==> src/rtl/svc_stream_arb_pkg.sv <==
// svc_stream_arb_pkg: shared types and helpers for the stream arbiter.
// Holds the packet-lock state encoding and the modulo source-index increment.
package svc_stream_arb_pkg;

  typedef enum logic {
    STATE_IDLE   = 1'b0,
    STATE_LOCKED = 1'b1
  } lock_state_e;

  // Next source index after v, wrapping from n-1 back to 0.
  function automatic int unsigned mod_inc(input int unsigned v, input int unsigned n);
    if (v + 32'd1 >= n) begin
      return 32'd0;
    end else begin
      return v + 32'd1;
    end
  endfunction

endpackage

==> src/rtl/svc_stream_arb_if.sv <==
// svc_stream_arb_if: bundle of the NUM_SRC requester streams and the merged
// output stream. The slave modport is the arbiter's view; master is the
// environment's view (producers plus the downstream consumer).
interface svc_stream_arb_if #(
  parameter int NUM_SRC    = 4,
  parameter int DATA_WIDTH = 8
);
  localparam int SRC_WIDTH = $clog2(NUM_SRC);

  logic [NUM_SRC-1:0]            i_valid;
  logic [NUM_SRC*DATA_WIDTH-1:0] i_data;
  logic [NUM_SRC-1:0]            i_last;
  logic [NUM_SRC-1:0]            o_ready;
  logic                          o_valid;
  logic [DATA_WIDTH-1:0]         o_data;
  logic                          o_last;
  logic [SRC_WIDTH-1:0]          o_src;
  logic                          i_ready;

  modport slave (
    input  i_valid, i_data, i_last, i_ready,
    output o_ready, o_valid, o_data, o_last, o_src
  );

  modport master (
    output i_valid, i_data, i_last, i_ready,
    input  o_ready, o_valid, o_data, o_last, o_src
  );

endinterface

==> src/rtl/svc_skidbuf.sv <==
// svc_skidbuf: one-entry skid buffer. Upstream ready depends only on a flop,
// so no combinational ready path crosses the buffer. With OPT_OUTREG=1 the
// output valid/data are also registered (two beats of storage in total).
module svc_skidbuf #(
  parameter int DATA_WIDTH = 8,
  parameter bit OPT_OUTREG = 1'b1
) (
  input  logic                  clk,
  input  logic                  rst_n,
  input  logic                  i_valid,
  output logic                  o_ready,
  input  logic [DATA_WIDTH-1:0] i_data,
  output logic                  o_valid,
  input  logic                  i_ready,
  output logic [DATA_WIDTH-1:0] o_data
);

  logic                  skid_valid_q, skid_valid_d;
  logic [DATA_WIDTH-1:0] skid_data_q, skid_data_d;

  assign o_ready = !skid_valid_q;

  if (OPT_OUTREG) begin : g_outreg
    logic                  out_valid_q, out_valid_d;
    logic [DATA_WIDTH-1:0] out_data_q, out_data_d;
    logic                  down_free_s;

    assign down_free_s = !out_valid_q || i_ready;
    assign o_valid     = out_valid_q;
    assign o_data      = out_data_q;

    // Move skid into the output register when it frees, else capture upstream.
    always_comb begin
      skid_valid_d = skid_valid_q;
      skid_data_d  = skid_data_q;
      out_valid_d  = out_valid_q;
      out_data_d   = out_data_q;
      if (down_free_s) begin
        if (skid_valid_q) begin
          out_valid_d  = 1'b1;
          out_data_d   = skid_data_q;
          skid_valid_d = 1'b0;
        end else if (i_valid) begin
          out_valid_d = 1'b1;
          out_data_d  = i_data;
        end else begin
          out_valid_d = 1'b0;
        end
      end else begin
        if (i_valid && !skid_valid_q) begin
          skid_valid_d = 1'b1;
          skid_data_d  = i_data;
        end else begin
          skid_valid_d = skid_valid_q;
        end
      end
    end

    // Output register state.
    always_ff @(posedge clk or negedge rst_n) begin
      if (!rst_n) begin
        out_valid_q <= 1'b0;
        out_data_q  <= '0;
      end else begin
        out_valid_q <= out_valid_d;
        out_data_q  <= out_data_d;
      end
    end
  end else begin : g_comb
    assign o_valid = skid_valid_q || i_valid;
    assign o_data  = skid_valid_q ? skid_data_q : i_data;

    // Park a beat in the skid when downstream stalls; release on ready.
    always_comb begin
      skid_valid_d = skid_valid_q;
      skid_data_d  = skid_data_q;
      if (skid_valid_q) begin
        if (i_ready) begin
          skid_valid_d = 1'b0;
        end else begin
          skid_valid_d = 1'b1;
        end
      end else if (i_valid && !i_ready) begin
        skid_valid_d = 1'b1;
        skid_data_d  = i_data;
      end else begin
        skid_valid_d = 1'b0;
      end
    end
  end

  // Skid entry state.
  always_ff @(posedge clk or negedge rst_n) begin
    if (!rst_n) begin
      skid_valid_q <= 1'b0;
      skid_data_q  <= '0;
    end else begin
      skid_valid_q <= skid_valid_d;
      skid_data_q  <= skid_data_d;
    end
  end

endmodule

==> src/rtl/svc_stream_arb.sv <==
// svc_stream_arb: round-robin arbiter merging NUM_SRC valid/ready streams into
// one registered output stream through svc_skidbuf.
// Optional feature macro SVC_STREAM_ARB_LOCK_EN: hold the grant on one source
// from its first beat until a beat with i_last=1 (packet locking).
module svc_stream_arb
  import svc_stream_arb_pkg::*;
#(
  parameter int NUM_SRC    = 4,
  parameter int DATA_WIDTH = 8
) (
  input  logic            clk,
  input  logic            rst_n,
  svc_stream_arb_if.slave bus
);

  localparam int SRC_WIDTH = $clog2(NUM_SRC);
  localparam int BUF_WIDTH = DATA_WIDTH + SRC_WIDTH + 1;

  logic [SRC_WIDTH-1:0]  ptr_q, ptr_d;
  logic [SRC_WIDTH-1:0]  cand_s;
  logic                  search_valid_s;
  logic [SRC_WIDTH-1:0]  search_idx_s;
  logic                  grant_valid_s;
  logic [SRC_WIDTH-1:0]  grant_idx_s;
  logic [SRC_WIDTH-1:0]  ptr_next_s;
  logic [DATA_WIDTH-1:0] sel_data_s;
  logic                  sel_last_s;
  logic                  buf_ready_s;
  logic                  accept_s;
  logic [BUF_WIDTH-1:0]  buf_in_s;
  logic [BUF_WIDTH-1:0]  buf_out_s;

`ifdef SVC_STREAM_ARB_LOCK_EN
  lock_state_e          state_q, state_d;
  logic [SRC_WIDTH-1:0] lock_src_q, lock_src_d;
`endif

  // Round-robin search: first asserted valid starting at ptr, wrapping.
  always_comb begin
    search_valid_s = 1'b0;
    search_idx_s   = '0;
    cand_s         = '0;
    for (int i = 0; i < NUM_SRC; i++) begin
      cand_s = SRC_WIDTH'((int'(ptr_q) + i) % NUM_SRC);
      if (!search_valid_s && bus.i_valid[cand_s]) begin
        search_valid_s = 1'b1;
        search_idx_s   = cand_s;
      end else begin
        search_valid_s = search_valid_s;
      end
    end
  end

`ifdef SVC_STREAM_ARB_LOCK_EN
  // While a packet is open only its owner may be granted.
  always_comb begin
    if (state_q == STATE_LOCKED) begin
      grant_valid_s = bus.i_valid[lock_src_q];
      grant_idx_s   = lock_src_q;
    end else begin
      grant_valid_s = search_valid_s;
      grant_idx_s   = search_idx_s;
    end
  end
`else
  assign grant_valid_s = search_valid_s;
  assign grant_idx_s   = search_idx_s;
`endif

  // Steer the granted beat into the buffer and raise only its ready bit.
  always_comb begin
    sel_data_s  = '0;
    sel_last_s  = 1'b0;
    bus.o_ready = '0;
    for (int k = 0; k < NUM_SRC; k++) begin
      if (grant_idx_s == SRC_WIDTH'(k)) begin
        sel_data_s     = bus.i_data[k*DATA_WIDTH +: DATA_WIDTH];
        sel_last_s     = bus.i_last[k];
        bus.o_ready[k] = grant_valid_s && buf_ready_s && rst_n;
      end else begin
        bus.o_ready[k] = 1'b0;
      end
    end
  end

  assign accept_s   = grant_valid_s && buf_ready_s;
  assign ptr_next_s = SRC_WIDTH'(mod_inc(32'(grant_idx_s), NUM_SRC));
  assign buf_in_s   = {grant_idx_s, sel_last_s, sel_data_s};

  svc_skidbuf #(
    .DATA_WIDTH (BUF_WIDTH),
    .OPT_OUTREG (1'b1)
  ) u_skidbuf (
    .clk     (clk),
    .rst_n   (rst_n),
    .i_valid (grant_valid_s),
    .o_ready (buf_ready_s),
    .i_data  (buf_in_s),
    .o_valid (bus.o_valid),
    .i_ready (bus.i_ready),
    .o_data  (buf_out_s)
  );

  assign bus.o_src  = buf_out_s[BUF_WIDTH-1 -: SRC_WIDTH];
  assign bus.o_last = buf_out_s[DATA_WIDTH];
  assign bus.o_data = buf_out_s[DATA_WIDTH-1:0];

  // Priority pointer and packet-lock next state.
  always_comb begin
    ptr_d = ptr_q;
`ifdef SVC_STREAM_ARB_LOCK_EN
    state_d    = state_q;
    lock_src_d = lock_src_q;
    if (accept_s) begin
      case (state_q)
        STATE_IDLE: begin
          if (sel_last_s) begin
            ptr_d = ptr_next_s;
          end else begin
            state_d    = STATE_LOCKED;
            lock_src_d = grant_idx_s;
          end
        end
        STATE_LOCKED: begin
          if (sel_last_s) begin
            state_d = STATE_IDLE;
            ptr_d   = ptr_next_s;
          end else begin
            state_d = STATE_LOCKED;
          end
        end
        default: begin
          state_d = STATE_IDLE;
        end
      endcase
    end else begin
      state_d = state_q;
    end
`else
    if (accept_s) begin
      ptr_d = ptr_next_s;
    end else begin
      ptr_d = ptr_q;
    end
`endif
  end

  // Arbiter state registers.
  always_ff @(posedge clk or negedge rst_n) begin
    if (!rst_n) begin
      ptr_q      <= '0;
`ifdef SVC_STREAM_ARB_LOCK_EN
      state_q    <= STATE_IDLE;
      lock_src_q <= '0;
`endif
    end else begin
      ptr_q      <= ptr_d;
`ifdef SVC_STREAM_ARB_LOCK_EN
      state_q    <= state_d;
      lock_src_q <= lock_src_d;
`endif
    end
  end

endmodule

==> src/flat_wrapper.sv <==
// flat-port wrapper written by rule: the top's interface ports become plain ports
module svc_stream_arb_flat import svc_stream_arb_pkg::*;
#(
  parameter int NUM_SRC    = 4,
  parameter int DATA_WIDTH = 8
)
  (clk, rst_n, bus_i_valid, bus_i_data, bus_i_last, bus_i_ready, bus_o_ready, bus_o_valid, bus_o_data, bus_o_last, bus_o_src);
  svc_stream_arb_if #(.NUM_SRC(NUM_SRC), .DATA_WIDTH(DATA_WIDTH)) bus_i ();
  input  logic clk;
  input  logic rst_n;
  input wire logic [$bits(bus_i.i_valid)-1:0] bus_i_valid;
  input wire logic [$bits(bus_i.i_data)-1:0] bus_i_data;
  input wire logic [$bits(bus_i.i_last)-1:0] bus_i_last;
  input wire logic [$bits(bus_i.i_ready)-1:0] bus_i_ready;
  output wire logic [$bits(bus_i.o_ready)-1:0] bus_o_ready;
  output wire logic [$bits(bus_i.o_valid)-1:0] bus_o_valid;
  output wire logic [$bits(bus_i.o_data)-1:0] bus_o_data;
  output wire logic [$bits(bus_i.o_last)-1:0] bus_o_last;
  output wire logic [$bits(bus_i.o_src)-1:0] bus_o_src;
  assign bus_i.i_valid = bus_i_valid;
  assign bus_i.i_data = bus_i_data;
  assign bus_i.i_last = bus_i_last;
  assign bus_i.i_ready = bus_i_ready;
  assign bus_o_ready = bus_i.o_ready;
  assign bus_o_valid = bus_i.o_valid;
  assign bus_o_data = bus_i.o_data;
  assign bus_o_last = bus_i.o_last;
  assign bus_o_src = bus_i.o_src;
  svc_stream_arb #(.NUM_SRC(NUM_SRC), .DATA_WIDTH(DATA_WIDTH)) u_core (.clk(clk), .rst_n(rst_n), .bus(bus_i));
endmodule
==> config.mk <==
export PLATFORM = sky130hd
export DESIGN_NAME = svc_stream_arb_flat
export DESIGN_NICKNAME = d
export VERILOG_FILES = /design/src/rtl/svc_stream_arb_pkg.sv /design/src/rtl/svc_stream_arb_if.sv /design/src/rtl/svc_skidbuf.sv /design/src/rtl/svc_stream_arb.sv /design/src/flat_wrapper.sv
export SDC_FILE = /design/constraint.sdc
export NUM_CORES = 1
export LEC_CHECK = 0
export ABC_AREA = 0
export BUFFER_PORTS_ARGS = -buffer_cell sky130_fd_sc_hd__buf_4
export CELL_PAD_IN_SITES_DETAIL_PLACEMENT = 1
export CELL_PAD_IN_SITES_GLOBAL_PLACEMENT = 2
export CORE_MARGIN = 2
export CORE_UTILIZATION = 26
export CTS_CLUSTER_SIZE = 40
export DETAILED_ROUTE_END_ITERATION = 10
export GPL_TIMING_DRIVEN = 0
export PLACE_DENSITY = 0.8
export SLEW_MARGIN = 20
export SYNTH_ARGS = -nofsm -noshare
export SYNTH_HDL_FRONTEND = slang
export SYNTH_SLANG_ARGS = --single-unit
==> constraint.sdc <==
create_clock -name clk -period 2.9 [get_ports clk]
set_input_delay 0 -clock clk [delete_from_list [all_inputs] [get_ports clk]]
set_output_delay 0 -clock clk [all_outputs]
set_load 0.02 [all_outputs]
==> results of run 1 <==
-- metrics by stage --
stage / util, % / worst slack [ns] / instances / power [uW]
final: 38.3 / 0.301 / 323 / 1850
after global routing: 38.3 / 0.0115 / 323 / 2020
after CTS: 38.2 / 0.144 / 323 / 1860
after detailed placement: 36.7 / 0.166 / 318 / 1550
after global placement: 36.7 / 0.214 / 318 / 1520
after floorplan: - / 0.756 / 188 / 1190
-- cells in the mapped netlist --
| cell type | count |
|---|---|
| a22oi_1 | 9 |
| o21a_1 | 1 |
| o2bb2ai_1 | 1 |
| buf_1 | 1 |
| clkbuf_1 | 8 |
| o221ai_1 | 2 |
| inv_1 | 13 |
| o21ai_0 | 21 |
| nand2_1 | 12 |
| o22ai_1 | 1 |
| a21oi_1 | 43 |
| nor3_1 | 2 |
| buf_2 | 3 |
| ha_1 | 4 |
| and3_1 | 14 |
| buf_4 | 1 |
| dfrtp_1 | 26 |
| nor4_2 | 1 |
| mux2i_1 | 1 |
| nor2b_1 | 1 |
| nand2b_1 | 4 |
| a2bb2oi_1 | 1 |
| o21ai_2 | 1 |
| nor2_1 | 15 |
| or4_4 | 1 |
| nand3b_1 | 1 |
-- layer usage --
metal	vias up	track usage, %	share of wire, %
met5	-	0	0
li1	785	-	-
met1	731	22.5	48
met2	47	24.1	45
met3	6	2.81	5.7
met4	0	5.59	1.6
-- final cells by class --
type / count / share of cell area (%)
plain buffers: 13 / 2.75
clock buffers: 3 / 1.93
clock inverters: 1 / 1.41
inverters: 13 / 2.29
multi-input cells: 136 / 36.0
flip-flops and latches: 26 / 30.5
well taps: 72 / 4.22
repair buffers: 59 / 20.9
-- logic make-up (layout without fill, tap and decap cells) --
kind of cell	Yosys count	after routing	share of synthesized area, %
compound gates	80	80	29.3
simple gates	51	51	17.2
flops	26	26	42.7
mux	1	1	0.657
buf+inv	26	89	6.90
fa+ha+maj	4	4	3.29
-- state kept, by name, indices dropped and copies added, names as in the netlist --
register                       flops
u_core.u_skidbuf.o_data           11
u_core.u_skidbuf.skid_data_q      11
u_core.ptr_q                       2
u_core.u_skidbuf.o_valid           1
u_core.u_skidbuf.skid_valid_q      1
-- worst max-delay path, stage by stage, from the launching register on --
cell,delay [ns]
dfrtp_1,0.33
clkbuf_1,0.27
mux2i_1,0.12
o221ai_1,0.42
nand2b_1,0.21
ha_1,0.16
buf_2,0.20
clkbuf_2,0.25
a21oi_1,0.09
a22oi_1,0.31
a21oi_1,0.11
-- timing repair --
action / CTS / global route
hold endpoints to repair: 26 / 0
resized for setup: 0 / 5
setup endpoints to repair: 0 / 20
hold buffers: 1 / 0
-- worst max-delay path by stage --
| stage | start | end | slack, ns | cells after the start |
|---|---|---|---|---|
| floorplan | u_core.ptr_q[1] | u_core.u_skidbuf.o_data[0] | 0.76 | 10 |
| global route | u_core.ptr_q[1] | u_core.u_skidbuf.o_data[4] | 0.01 | 10 |
| global placement | u_core.ptr_q[1] | u_core.u_skidbuf.o_data[0] | 0.21 | 10 |
| CTS | u_core.ptr_q[1] | u_core.u_skidbuf.o_data[0] | 0.14 | 11 |
| finish | u_core.ptr_q[1] | u_core.u_skidbuf.skid_data_q[5] | 0.30 | 10 |
| detailed placement | u_core.ptr_q[1] | u_core.u_skidbuf.o_data[0] | 0.17 | 11 |
-- where the power goes --
part	switching, uW	total, uW	internal (uW)
logic	562	945	382
clock network	125	310	185
registers	79.7	593	513
==> results_tabular.tex, run 1 <==
\begin{tabular}{lr}
\hline
Metric & Value \\
\hline
\multicolumn{2}{l}{\textbf{Setup path}} \\
\quad Data required time of the worst path & between 3 and 4 ns \\
\quad Category of the worst setup path launch point & flip-flop \\
\quad Endpoint type of the worst setup path & flip-flop \\
\quad Number of cells on the worst reg-to-reg path & 10 \\
\quad Critical path class & reg -> reg \\
\quad R2R Path Start & u\_core.ptr\_q[1] \\
\quad Worst endpoint data arrival time & around 2.8 ns \\
\quad Highest fanout seen on the critical path & 10 \\
\quad FF-to-FF setup slack & 0.30 ns \\
\quad Reg2reg end & u\_core.u\_skidbuf.skid\_data\_q[5] \\
\multicolumn{2}{l}{\textbf{Yosys}} \\
\quad Fraction of the yosys area taken by sequential cells & a little over two fifths \\
\quad Number of warnings reported in the yosys synthesis log & 0 \\
\quad Top cells by area in the synthesized netlist & dfrtp\_1, a21oi\_1, o21ai\_0 \\
\quad Post-synth cell types & 26 \\
\quad Count of state elements after synthesis & 26 \\
\quad Number of cells produced by synthesis & 188 \\
\quad Top cell type's share of synthesized area & 42.7\% \\
\quad Leading area contributor after synthesis & dfrtp\_1 \\
\quad Nets in the synthesized netlist & 235 \\
\quad Synthesized area & about 1500 sq um \\
\quad Mean cell area of the mapped netlist & between 8 and 9 sq um \\
\multicolumn{2}{l}{\textbf{Layout}} \\
\quad Commonest non-fill, non-tap cell in the layout & buf\_4 \\
\quad NumNets Final & around 300 \\
\quad Area growth, synth to finish & 40.2\% \\
\quad Post-route cell area & 2130 sq um \\
\quad Share of post-route cells with drive strength above 1 & $\sim$29\% \\
\quad Flip-flop and latch area & 651 sq um \\
\quad Fill cell total of the finished layout & 710 \\
\quad Multi-input combinational cell area & 769 sq um \\
\quad Most used cells in the layout excluding fill and tap cells & buf\_4, a21oi\_1, dfrtp\_1 \\
\quad Number of diodes added for antenna fixing & 0 \\
\multicolumn{2}{l}{\textbf{Drt}} \\
\quad Detailed router's first-iteration violation count & between 60 and 70 \\
\quad Wire length per cell & 14.8 um \\
\quad DR DRC count & 0 \\
\quad TritonRoute pass-1 iters & 4 \\
\quad Number of vias per cell after detailed routing & 4.86 \\
\quad Post-detailed-route count of antenna-violating nets & 0 \\
\quad Overall routed net length & 4770 um \\
\quad Via Count & 1569 \\
\multicolumn{2}{l}{\textbf{STA}} \\
\quad Max-slew headroom at the worst pin & 61.0\% \\
\quad Worst Clk Skew & between 0.0015 and 0.002 ns \\
\quad Max Slew Vio Count & 0 \\
\quad Actual slew at the worst max-slew pin & 0.583 ns \\
\quad Total count of hold-check failures in the final report & 0 \\
\quad Sum of negative setup slack & 0 ns \\
\quad Peak clock frequency supported by timing & 385 MHz \\
\quad Post-Route Hold Slack & $\sim$0.045 ns \\
\quad Shortest clock period the worst path allows after layout & $\sim$2.6 ns \\
\quad Unrepaired setup endpoints after global routing & no \\
\quad Fraction of the cycle the final worst path needs & 89.6\% \\
\quad Final-report setup violation count & 0 \\
\multicolumn{2}{l}{\textbf{Placed design}} \\
\quad Number of port buffers & 58 \\
\quad Final RePlAce weighted congestion & approximately 0.8 \\
\quad Cell area reported after detailed placement & 2050 sq um \\
\quad Post-detail-place hpwl & about 3700 um \\
\multicolumn{2}{l}{\textbf{CTS}} \\
\quad Clock-pin slew reported for the worst setup and hold paths after clock tree synthesis & 0.10 ns \\
\quad CTS max path bufs & 2 \\
\quad Clock latency on the worst-skew pair & 0.28 ns \\
\quad Master cell of the clock root buffer & clkbuf\_8 \\
\quad Clock tree from TritonCTS & done \\
\quad Clk sinks & 26 \\
\quad Postcts setup bufs & 0 \\
\quad TritonCTS buffer count & 3 \\
\quad Maximum level of the CTS H-tree & 1 \\
\multicolumn{2}{l}{\textbf{Worst hold path}} \\
\quad Path category of the worst min-delay check & in -> reg \\
\quad Worst hold path startpoint & bus\_i\_ready \\
\quad Hold Path Stages & 4 \\
\quad Terminating pin of the worst hold path & u\_core.u\_skidbuf.skid\_data\_q[9] \\
\multicolumn{2}{l}{\textbf{Floorplanning}} \\
\quad Initial core utilization & 27.3\% \\
\quad Top Ports & 59 \\
\quad Core area & 5570 sq um \\
\quad Chip height & 80.5 um \\
\quad Overall die width & 80.5 um \\
\quad Area enclosed by the die boundary & $\sim$6500 sq um \\
\quad Number of placement rows & 27 \\
\multicolumn{2}{l}{\textbf{Power}} \\
\quad Peak supply drop & 0.280 mV \\
\quad Power per Cell Area & 866 nW/um\^{}2 \\
\quad Static Leakage & 0.00104 uW \\
\multicolumn{2}{l}{\textbf{Run}} \\
\quad Count of max-cap constraint violations & 0 \\
\multicolumn{2}{l}{\textbf{GRT}} \\
\quad Via count of the first global-routing pass & around 1600 \\
\quad Total global routing track utilization & 15.9\% \\
\quad GRT overflow & 0 \\
\quad Pin count of the biggest net entering global routing & 31 \\
\quad Global-route wire length before repair & about 8000 um \\
\quad Antenna violations before repair & 0 \\
\multicolumn{2}{l}{\textbf{Outcome}} \\
\quad Status & completed \\
\hline
\end{tabular}
Power figures use the tool's default switching activity.
==> inputs of run 2 (changes only) <==
--- a/config.mk
+++ b/config.mk
@@ -9,6 +9,7 @@
 export BUFFER_PORTS_ARGS = -buffer_cell sky130_fd_sc_hd__buf_4
 export CELL_PAD_IN_SITES_DETAIL_PLACEMENT = 1
 export CELL_PAD_IN_SITES_GLOBAL_PLACEMENT = 2
+export CORE_ASPECT_RATIO = 1.1
 export CORE_MARGIN = 2
 export CORE_UTILIZATION = 26
 export CTS_CLUSTER_SIZE = 40
==> run 2 against run 1 <==
Compared with the run above: wire length is 0.40% higher; sequential share of layout area increased by 0.090 points; critical path depth stayed put; clock power fell by 22%; register-to-register slack improved by 0.08 ns; cell count rose by 1.5%; total power is 2.8% lower; critical endpoint is now bus_o_ready[2].
==> results_tabular.tex, run 2 (same netlist as run 1, synthesis figures left out) <==
\begin{tabular}{lr}
\hline
Metric & Value \\
\hline
\multicolumn{2}{l}{\textbf{Outcome}} \\
\quad Status & completed (unchanged) \\
\multicolumn{2}{l}{\textbf{Run}} \\
\quad Count of max-cap constraint violations & 0 (unchanged) \\
\multicolumn{2}{l}{\textbf{Drt}} \\
\quad Overall routed net length & 4790 um (was 4770 um) \\
\quad DR DRC count & 0 (unchanged) \\
\quad TritonRoute pass-1 iters & 4 (unchanged) \\
\quad Post-detailed-route count of antenna-violating nets & 0 (unchanged) \\
\quad Via Count & 1583 (was 1569) \\
\quad Detailed router's first-iteration violation count & 91 (was 63) \\
\quad Number of vias per cell after detailed routing & 4.83 (was 4.86) \\
\quad Wire length per cell & 14.6 um (was 14.8 um) \\
\multicolumn{2}{l}{\textbf{Placed design}} \\
\quad Post-placement setup slack & 0.0975 ns (was 0.166 ns) \\
\quad Count of placed standard cells including taps & 323 (was 318) \\
\quad Number of port buffers & 58 (unchanged) \\
\quad Final RePlAce weighted congestion & 0.731 (was 0.808) \\
\quad Post-detail-place hpwl & 3630 um (was 3670 um) \\
\multicolumn{2}{l}{\textbf{Floorplanning}} \\
\quad Chip height & 84.3 um (was 80.5 um) \\
\quad Top Ports & 59 (unchanged) \\
\quad Initial core utilization & 26.7\% (was 27.3\%) \\
\quad Area enclosed by the die boundary & 6490 sq um (about the same) \\
\quad Number of placement rows & 29 (was 27) \\
\quad Core area & 5700 sq um (was 5570 sq um) \\
\quad Overall die width & 77.0 um (was 80.5 um) \\
\multicolumn{2}{l}{\textbf{STA}} \\
\quad Max Slew Vio Count & 0 (unchanged) \\
\quad Peak clock frequency supported by timing & 396 MHz (was 385 MHz) \\
\quad Total count of hold-check failures in the final report & 0 (unchanged) \\
\quad Unrepaired setup endpoints after global routing & no (unchanged) \\
\quad Fraction of the cycle the final worst path needs & 87.0\% (was 89.6\%) \\
\quad Final setup margin & 0.377 ns (was 0.301 ns) \\
\quad Shortest clock period the worst path allows after layout & 2.52 ns (was 2.60 ns) \\
\quad Sum of negative setup slack & 0 ns (unchanged) \\
\quad Max-slew headroom at the worst pin & 62.4\% (was 61.0\%) \\
\quad Actual slew at the worst max-slew pin & 0.559 ns (was 0.583 ns) \\
\quad Worst Clk Skew & 0.00574 ns (was 0.00172 ns) \\
\quad Final-report setup violation count & 0 (unchanged) \\
\multicolumn{2}{l}{\textbf{CTS}} \\
\quad Maximum level of the CTS H-tree & 1 (unchanged) \\
\quad TritonCTS buffer count & 3 (unchanged) \\
\quad Clock latency on the worst-skew pair & 0.27 ns (was 0.28 ns) \\
\quad Clock-pin slew reported for the worst setup and hold paths after clock tree synthesis & 0.10 ns (about the same) \\
\quad Master cell of the clock root buffer & clkbuf\_8 (unchanged) \\
\quad CTS max path bufs & 2 (unchanged) \\
\quad Clock tree from TritonCTS & done (unchanged) \\
\quad Clk sinks & 26 (unchanged) \\
\quad Postcts setup bufs & 0 (unchanged) \\
\multicolumn{2}{l}{\textbf{Setup path}} \\
\quad Highest fanout seen on the critical path & 10 (unchanged) \\
\quad Number of cells on the worst reg-to-reg path & 10 (unchanged) \\
\quad Setup crit end & bus\_o\_ready[2] (was u\_core.u\_skidbuf.skid\_data\_q[5]) \\
\quad R2R Path Start & u\_core.ptr\_q[1] (unchanged) \\
\quad FF-to-FF setup slack & 0.38 ns (was 0.30 ns) \\
\quad Standard cell with the maximum stage delay on the critical path & dfrtp\_1 (was o221ai\_1) \\
\quad Category of the worst setup path launch point & flip-flop (unchanged) \\
\quad Critical path class & reg -> out (was reg -> reg) \\
\quad Worst endpoint data arrival time & 2.52 ns (was 2.75 ns) \\
\quad Peak per-stage delay on the critical path & 0.33 ns (was 0.42 ns) \\
\quad Launching element of the worst setup path & u\_core.ptr\_q[1] (unchanged) \\
\quad Cells along the critical path & clkbuf\_1 -> a21oi\_1 -> o21a\_1 -> o22ai\_1 -> inv\_1 -> ha\_1 -> buf\_2 -> clkbuf\_2 -> and3\_1 -> buf\_4 (was clkbuf\_1 -> mux2i\_1 -> o221ai\_1 -> nand2b\_1 -> ha\_1 -> buf\_2 -> clkbuf\_2 -> a21oi\_1 -> a22oi\_1 -> a21oi\_1) \\
\quad Endpoint type of the worst setup path & primary output (was flip-flop) \\
\quad Data required time of the worst path & 2.90 ns (was 3.05 ns) \\
\quad Reg2reg end & u\_core.u\_skidbuf.o\_data[2] (was u\_core.u\_skidbuf.skid\_data\_q[5]) \\
\multicolumn{2}{l}{\textbf{GRT}} \\
\quad Global-route wire length before repair & 8020 um (about the same) \\
\quad Via count of the first global-routing pass & 1615 (was 1619) \\
\quad Pin count of the biggest net entering global routing & 31 (unchanged) \\
\quad Antenna violations before repair & 0 (unchanged) \\
\quad Total global routing track utilization & 15.1\% (was 15.9\%) \\
\quad GRT overflow & 0 (unchanged) \\
\multicolumn{2}{l}{\textbf{Layout}} \\
\quad Layout Utilization & 37.4\% (was 38.3\%) \\
\quad Number of non-filler instances in the completed layout & 328 (was 323) \\
\quad Number of diodes added for antenna fixing & 0 (unchanged) \\
\quad Share of post-route cells with drive strength above 1 & 28.7\% (unchanged) \\
\quad Area growth, synth to finish & 39.8\% (was 40.2\%) \\
\quad Commonest non-fill, non-tap cell in the layout & buf\_4 (unchanged) \\
\quad Most used cells in the layout excluding fill and tap cells & buf\_4, a21oi\_1, dfrtp\_1 (unchanged) \\
\quad NumNets Final & 299 (unchanged) \\
\multicolumn{2}{l}{\textbf{Worst hold path}} \\
\quad Path category of the worst min-delay check & in -> reg (unchanged) \\
\multicolumn{2}{l}{\textbf{Power}} \\
\quad Power per Cell Area & 844 nW/um\^{}2 (was 866 nW/um\^{}2) \\
\quad Peak supply drop & 0.261 mV (was 0.280 mV) \\
\quad Static Leakage & 0.00103 uW (was 0.00104 uW) \\
\hline
\end{tabular}
## run 2: changes by cell type in the layout (fill, tap and decap cells not counted), sizes merged
cell,delta
bufinv,-1
clkbuf,+1
## run 2: power breakdown
part / total, uW / internal [uW] / switching, uW
logic: 954 / 384 / 571
clock network: 243 / 121 / 122
registers: 599 / 514 / 85.2
## run 2: cell type report
cell class | instances | area [sq um]
Buffer | 13 | 58.8
Clock buffer | 4 | 55.1
Fill cell | 730 | 3570
Inverter | 13 | 48.8
Multi-Input combinational cell | 136 | 773
Sequential cell | 26 | 651
Tap cell | 77 | 96.3
Timing Repair Buffer | 59 | 445
## run 2: what timing repair did
item / CTS / global route
resized for setup: 0 / 5
endpoints found under the setup margin: 0 / 20
hold buffers: 1 / 0
endpoints found under the hold margin: 26 / 0
## run 2: worst max-delay path: cells and delay by family (launching register included)
kind            cells  cell delay [ns]
compound gates      3             0.62
buf+inv             5             0.91
flops               1             0.33
simple gates        1             0.19
fa+ha+maj           1             0.20
## run 2: routing by layer
layer / vias up / part of all wire, % / global-route usage, %
met4: 0 / 0.63 / 2.48
met5: - / 0 / 0
met1: 748 / 49 / 21.5
met3: 2 / 4.6 / 2.04
met2: 43 / 46 / 24.9
li1: 790 / - / -
## run 2: stage by stage
stage          area, sq um  hold WS, ns  power [uW]
4_1_cts               2120       0.0615        1800
6_report              2130       0.0617        1800
5_1_grt               2130        0.101        1950
2_1_floorplan         1520       -0.296        1190
3_3_place_gp          2050      -0.0537        1530
3_5_place_dp          2050      -0.0509        1560
## run 2: worst min-delay path by stage
stage,startpoint,end,slack (ns),depth (start not counted)
finish,bus_i_ready,u_core.u_skidbuf.skid_data_q[9],0.06,4
global route,bus_i_ready,u_core.u_skidbuf.skid_data_q[9],0.10,4
CTS,bus_i_ready,u_core.u_skidbuf.skid_data_q[9],0.06,4
detailed placement,rst_n,u_core.u_skidbuf.o_data[7],-0.05,1
global placement,rst_n,u_core.u_skidbuf.o_data[4],-0.05,1
floorplan,rst_n,u_core.ptr_q[0],-0.30,0
==> inputs of run 3 (changes only) <==
--- a/config.mk
+++ b/config.mk
@@ -10,7 +10,7 @@
 export CELL_PAD_IN_SITES_DETAIL_PLACEMENT = 1
 export CELL_PAD_IN_SITES_GLOBAL_PLACEMENT = 2
 export CORE_ASPECT_RATIO = 1.1
-export CORE_MARGIN = 2
+export CORE_MARGIN = 4
 export CORE_UTILIZATION = 26
 export CTS_CLUSTER_SIZE = 40
 export DETAILED_ROUTE_END_ITERATION = 10
==> run 3 against run 2 <==
Compared with the run above: die area grew 10%; maximum frequency grew 0.50%; global-route usage shrank 1.8 points; critical path depth is the same; count of clock-buffer cells in the layout is the same; wire length shrank 0.94%; total power shrank 1.2%; sequential cell count is the same; cell count shrank 0.61%; critical endpoint is now u_core.u_skidbuf.skid_data_q[7]; sequential power shrank 2%; highest routed layer unchanged; combinational power shrank 0.6%.
==> results_tabular.tex, run 3 (same netlist as run 1, synthesis figures left out) <==
\begin{tabular}{lr}
\hline
Metric & Value \\
\hline
\multicolumn{2}{l}{\textbf{Outcome}} \\
\quad Status & completed (unchanged) \\
\multicolumn{2}{l}{\textbf{Layout}} \\
\quad Share of post-route cells with drive strength above 1 & 28.7\% (unchanged) \\
\quad Commonest non-fill, non-tap cell in the layout & buf\_4 (unchanged) \\
\quad Post-route cell area & 2130 sq um (about the same) \\
\quad Multi-input combinational cell area & 773 sq um (unchanged) \\
\quad Area growth, synth to finish & 39.6\% (was 39.8\%) \\
\quad NumNets Final & 299 (unchanged) \\
\quad Number of diodes added for antenna fixing & 0 (unchanged) \\
\quad Flip-flop and latch area & 651 sq um (unchanged) \\
\quad Fill cell total of the finished layout & 719 (was 730) \\
\quad Most used cells in the layout excluding fill and tap cells & buf\_4, a21oi\_1, dfrtp\_1 (unchanged) \\
\multicolumn{2}{l}{\textbf{Setup path}} \\
\quad Number of buffer and inverter instances along the worst setup path & 3 (was 5) \\
\quad Worst endpoint data arrival time & 2.65 ns (was 2.52 ns) \\
\quad Top cell family by delay on the critical path & buffers and inverters (unchanged) \\
\quad Highest fanout seen on the critical path & 10 (unchanged) \\
\quad Standard cell with the maximum stage delay on the critical path & dfrtp\_1 (unchanged) \\
\quad Peak per-stage delay on the critical path & 0.33 ns (about the same) \\
\quad Category of the worst setup path launch point & flip-flop (unchanged) \\
\quad Endpoint type of the worst setup path & flip-flop (was primary output) \\
\quad Critical path class & reg -> reg (was reg -> out) \\
\quad Data required time of the worst path & 3.04 ns (was 2.90 ns) \\
\quad Cells along the critical path & clkbuf\_1 -> mux2i\_1 -> o221ai\_2 -> nor2\_1 -> ha\_1 -> buf\_2 -> clkbuf\_2 -> o21ai\_0 -> a22oi\_1 -> a21oi\_1 (was clkbuf\_1 -> a21oi\_1 -> o21a\_1 -> o22ai\_1 -> inv\_1 -> ha\_1 -> buf\_2 -> clkbuf\_2 -> and3\_1 -> buf\_4) \\
\multicolumn{2}{l}{\textbf{STA}} \\
\quad Final setup margin & 0.390 ns (was 0.377 ns) \\
\quad Max-slew headroom at the worst pin & 63.1\% (was 62.4\%) \\
\quad Peak clock frequency supported by timing & 398 MHz (was 396 MHz) \\
\quad Actual slew at the worst max-slew pin & 0.548 ns (was 0.559 ns) \\
\quad Fraction of the cycle the final worst path needs & 86.6\% (was 87.0\%) \\
\quad Sum of negative setup slack & 0 ns (unchanged) \\
\quad Shortest clock period the worst path allows after layout & 2.51 ns (was 2.52 ns) \\
\quad Worst Clk Skew & 0.00732 ns (was 0.00574 ns) \\
\quad Max Slew Vio Count & 0 (unchanged) \\
\quad Final-report setup violation count & 0 (unchanged) \\
\quad Total count of hold-check failures in the final report & 0 (unchanged) \\
\quad Unrepaired setup endpoints after global routing & no (unchanged) \\
\multicolumn{2}{l}{\textbf{Floorplanning}} \\
\quad Chip height & 88.3 um (was 84.3 um) \\
\quad Overall die width & 81.0 um (was 77.0 um) \\
\quad Top Ports & 59 (unchanged) \\
\quad Area enclosed by the die boundary & 7150 sq um (was 6490 sq um) \\
\quad Initial core utilization & 27.5\% (was 26.7\%) \\
\quad Core area & 5540 sq um (was 5700 sq um) \\
\quad Number of placement rows & 28 (was 29) \\
\multicolumn{2}{l}{\textbf{Drt}} \\
\quad Number of vias per cell after detailed routing & 4.75 (was 4.83) \\
\quad DR DRC count & 0 (unchanged) \\
\quad Via Count & 1549 (was 1583) \\
\quad Wire length per cell & 14.5 um (was 14.6 um) \\
\quad Post-detailed-route count of antenna-violating nets & 0 (unchanged) \\
\quad Overall routed net length & 4740 um (was 4790 um) \\
\quad TritonRoute pass-1 iters & 4 (unchanged) \\
\quad Detailed router's first-iteration violation count & 63 (was 91) \\
\multicolumn{2}{l}{\textbf{CTS}} \\
\quad Clock tree from TritonCTS & done (unchanged) \\
\quad Maximum level of the CTS H-tree & 1 (unchanged) \\
\quad Clock latency on the worst-skew pair & 0.27 ns (about the same) \\
\quad Master cell of the clock root buffer & clkbuf\_8 (unchanged) \\
\quad Clk sinks & 26 (unchanged) \\
\quad CTS max path bufs & 2 (unchanged) \\
\quad Clock-pin slew reported for the worst setup and hold paths after clock tree synthesis & 0.10 ns (about the same) \\
\quad TritonCTS buffer count & 3 (unchanged) \\
\multicolumn{2}{l}{\textbf{Power}} \\
\quad Internal power component & 1020 uW (unchanged) \\
\quad Relative contribution of combinational cells to total power & 53.4\% (was 53.1\%) \\
\quad Share of power burned in registers & 33.2\% (was 33.3\%) \\
\quad Peak supply drop & 0.265 mV (was 0.261 mV) \\
\quad Static Leakage & 0.00103 uW (unchanged) \\
\quad Power per Cell Area & 835 nW/um\^{}2 (was 844 nW/um\^{}2) \\
\quad Sw Pwr & 757 uW (was 778 uW) \\
\quad Clock power frac & 13.4\% (was 13.5\%) \\
\quad Switching Fraction & 42.6\% (was 43.3\%) \\
\multicolumn{2}{l}{\textbf{GRT}} \\
\quad Global-route wire length before repair & 7570 um (was 8020 um) \\
\quad Total global routing track utilization & 13.3\% (was 15.1\%) \\
\quad Antenna violations before repair & 0 (unchanged) \\
\quad GRT overflow & 0 (unchanged) \\
\quad Pin count of the biggest net entering global routing & 31 (unchanged) \\
\quad Via count of the first global-routing pass & 1598 (was 1615) \\
\multicolumn{2}{l}{\textbf{Placed design}} \\
\quad Cell area reported after detailed placement & 2050 sq um (about the same) \\
\quad Post-placement setup slack & 0.202 ns (was 0.0975 ns) \\
\quad Final RePlAce weighted congestion & 0.757 (was 0.731) \\
\quad Post-detail-place hpwl & 3670 um (was 3630 um) \\
\quad Number of port buffers & 58 (unchanged) \\
\multicolumn{2}{l}{\textbf{Worst hold path}} \\
\quad Path category of the worst min-delay check & in -> reg (unchanged) \\
\multicolumn{2}{l}{\textbf{Run}} \\
\quad Count of max-cap constraint violations & 0 (unchanged) \\
\hline
\end{tabular}
==> run 3: stage by stage <==
step                      std cells  power, uW  hold WS, ns  utilization [%]
after floorplan                 188       1190       -0.296                -
after global placement          321       1530      -0.0514             37.1
after detailed placement        321       1550      -0.0452             37.1
after CTS                       326       1790       0.0568             38.2
after global routing            326       1950       0.0815             38.4
final                           326       1780       0.0639             38.4
==> run 3: layout make-up <==
| cell class | count | area share, % |
|---|---|---|
| Tap cell | 75 | 4.41 |
| Clock buffer | 4 | 2.59 |
| Sequential cell | 26 | 30.6 |
| Buffer | 13 | 2.77 |
| Multi-Input combinational cell | 136 | 36.4 |
| Inverter | 13 | 2.30 |
| Timing Repair Buffer | 59 | 21.0 |
==> run 3: power by group through the flow <==
| stage | sequential (uW) | clock, uW | combinational, uW |
|---|---|---|---|
| final | 589 | 238 | 948 |
| after detailed placement | 598 | 0 | 952 |
| after floorplan | 667 | 0 | 522 |
| after CTS | 590 | 246 | 955 |
| after global routing | 609 | 260 | 1080 |
| after global placement | 593 | 0 | 937 |
==> run 3: what timing repair did <==
action	in CTS	in global routing
gates resized for setup	0	5
hold buffers	1	0
buffers inserted	0	0
endpoints found under the setup margin	0	20
hold endpoints to repair	26	0
==> run 3: per-layer routing <==
layer,wire length [um],track usage (%),vias up
li1,-,-,787
met1,2270,19.0,727
met2,2180,20.8,33
met3,250,2.85,2
met4,40,2.76,0
met5,0,0,-
==> run 3: worst register-to-register path, stage by stage (launching register included) <==
cell	delay, ns
dfrtp_1	0.33
clkbuf_1	0.27
mux2i_1	0.27
o221ai_2	0.18
nor2_1	0.21
ha_1	0.17
buf_2	0.20
clkbuf_2	0.23
o21ai_0	0.14
a22oi_1	0.27
a21oi_1	0.11
==> run 3: final timing paths <==
kind                                       startpoint                               to  slack [ns]  cells past startpoint
max                                   u_core.ptr_q[1]  u_core.u_skidbuf.skid_data_q[7]        0.39                     10
max reg2reg                           u_core.ptr_q[1]  u_core.u_skidbuf.skid_data_q[7]        0.39                     10
min                                     bus_i_last[3]       u_core.u_skidbuf.o_data[8]        0.06                      3
min in group asynchronous                       rst_n  u_core.u_skidbuf.skid_data_q[4]        0.18                      2
max in group asynchronous                       rst_n  u_core.u_skidbuf.skid_data_q[1]        2.43                      2
min reg2reg                u_core.u_skidbuf.o_data[2]       u_core.u_skidbuf.o_data[2]        0.50                      2
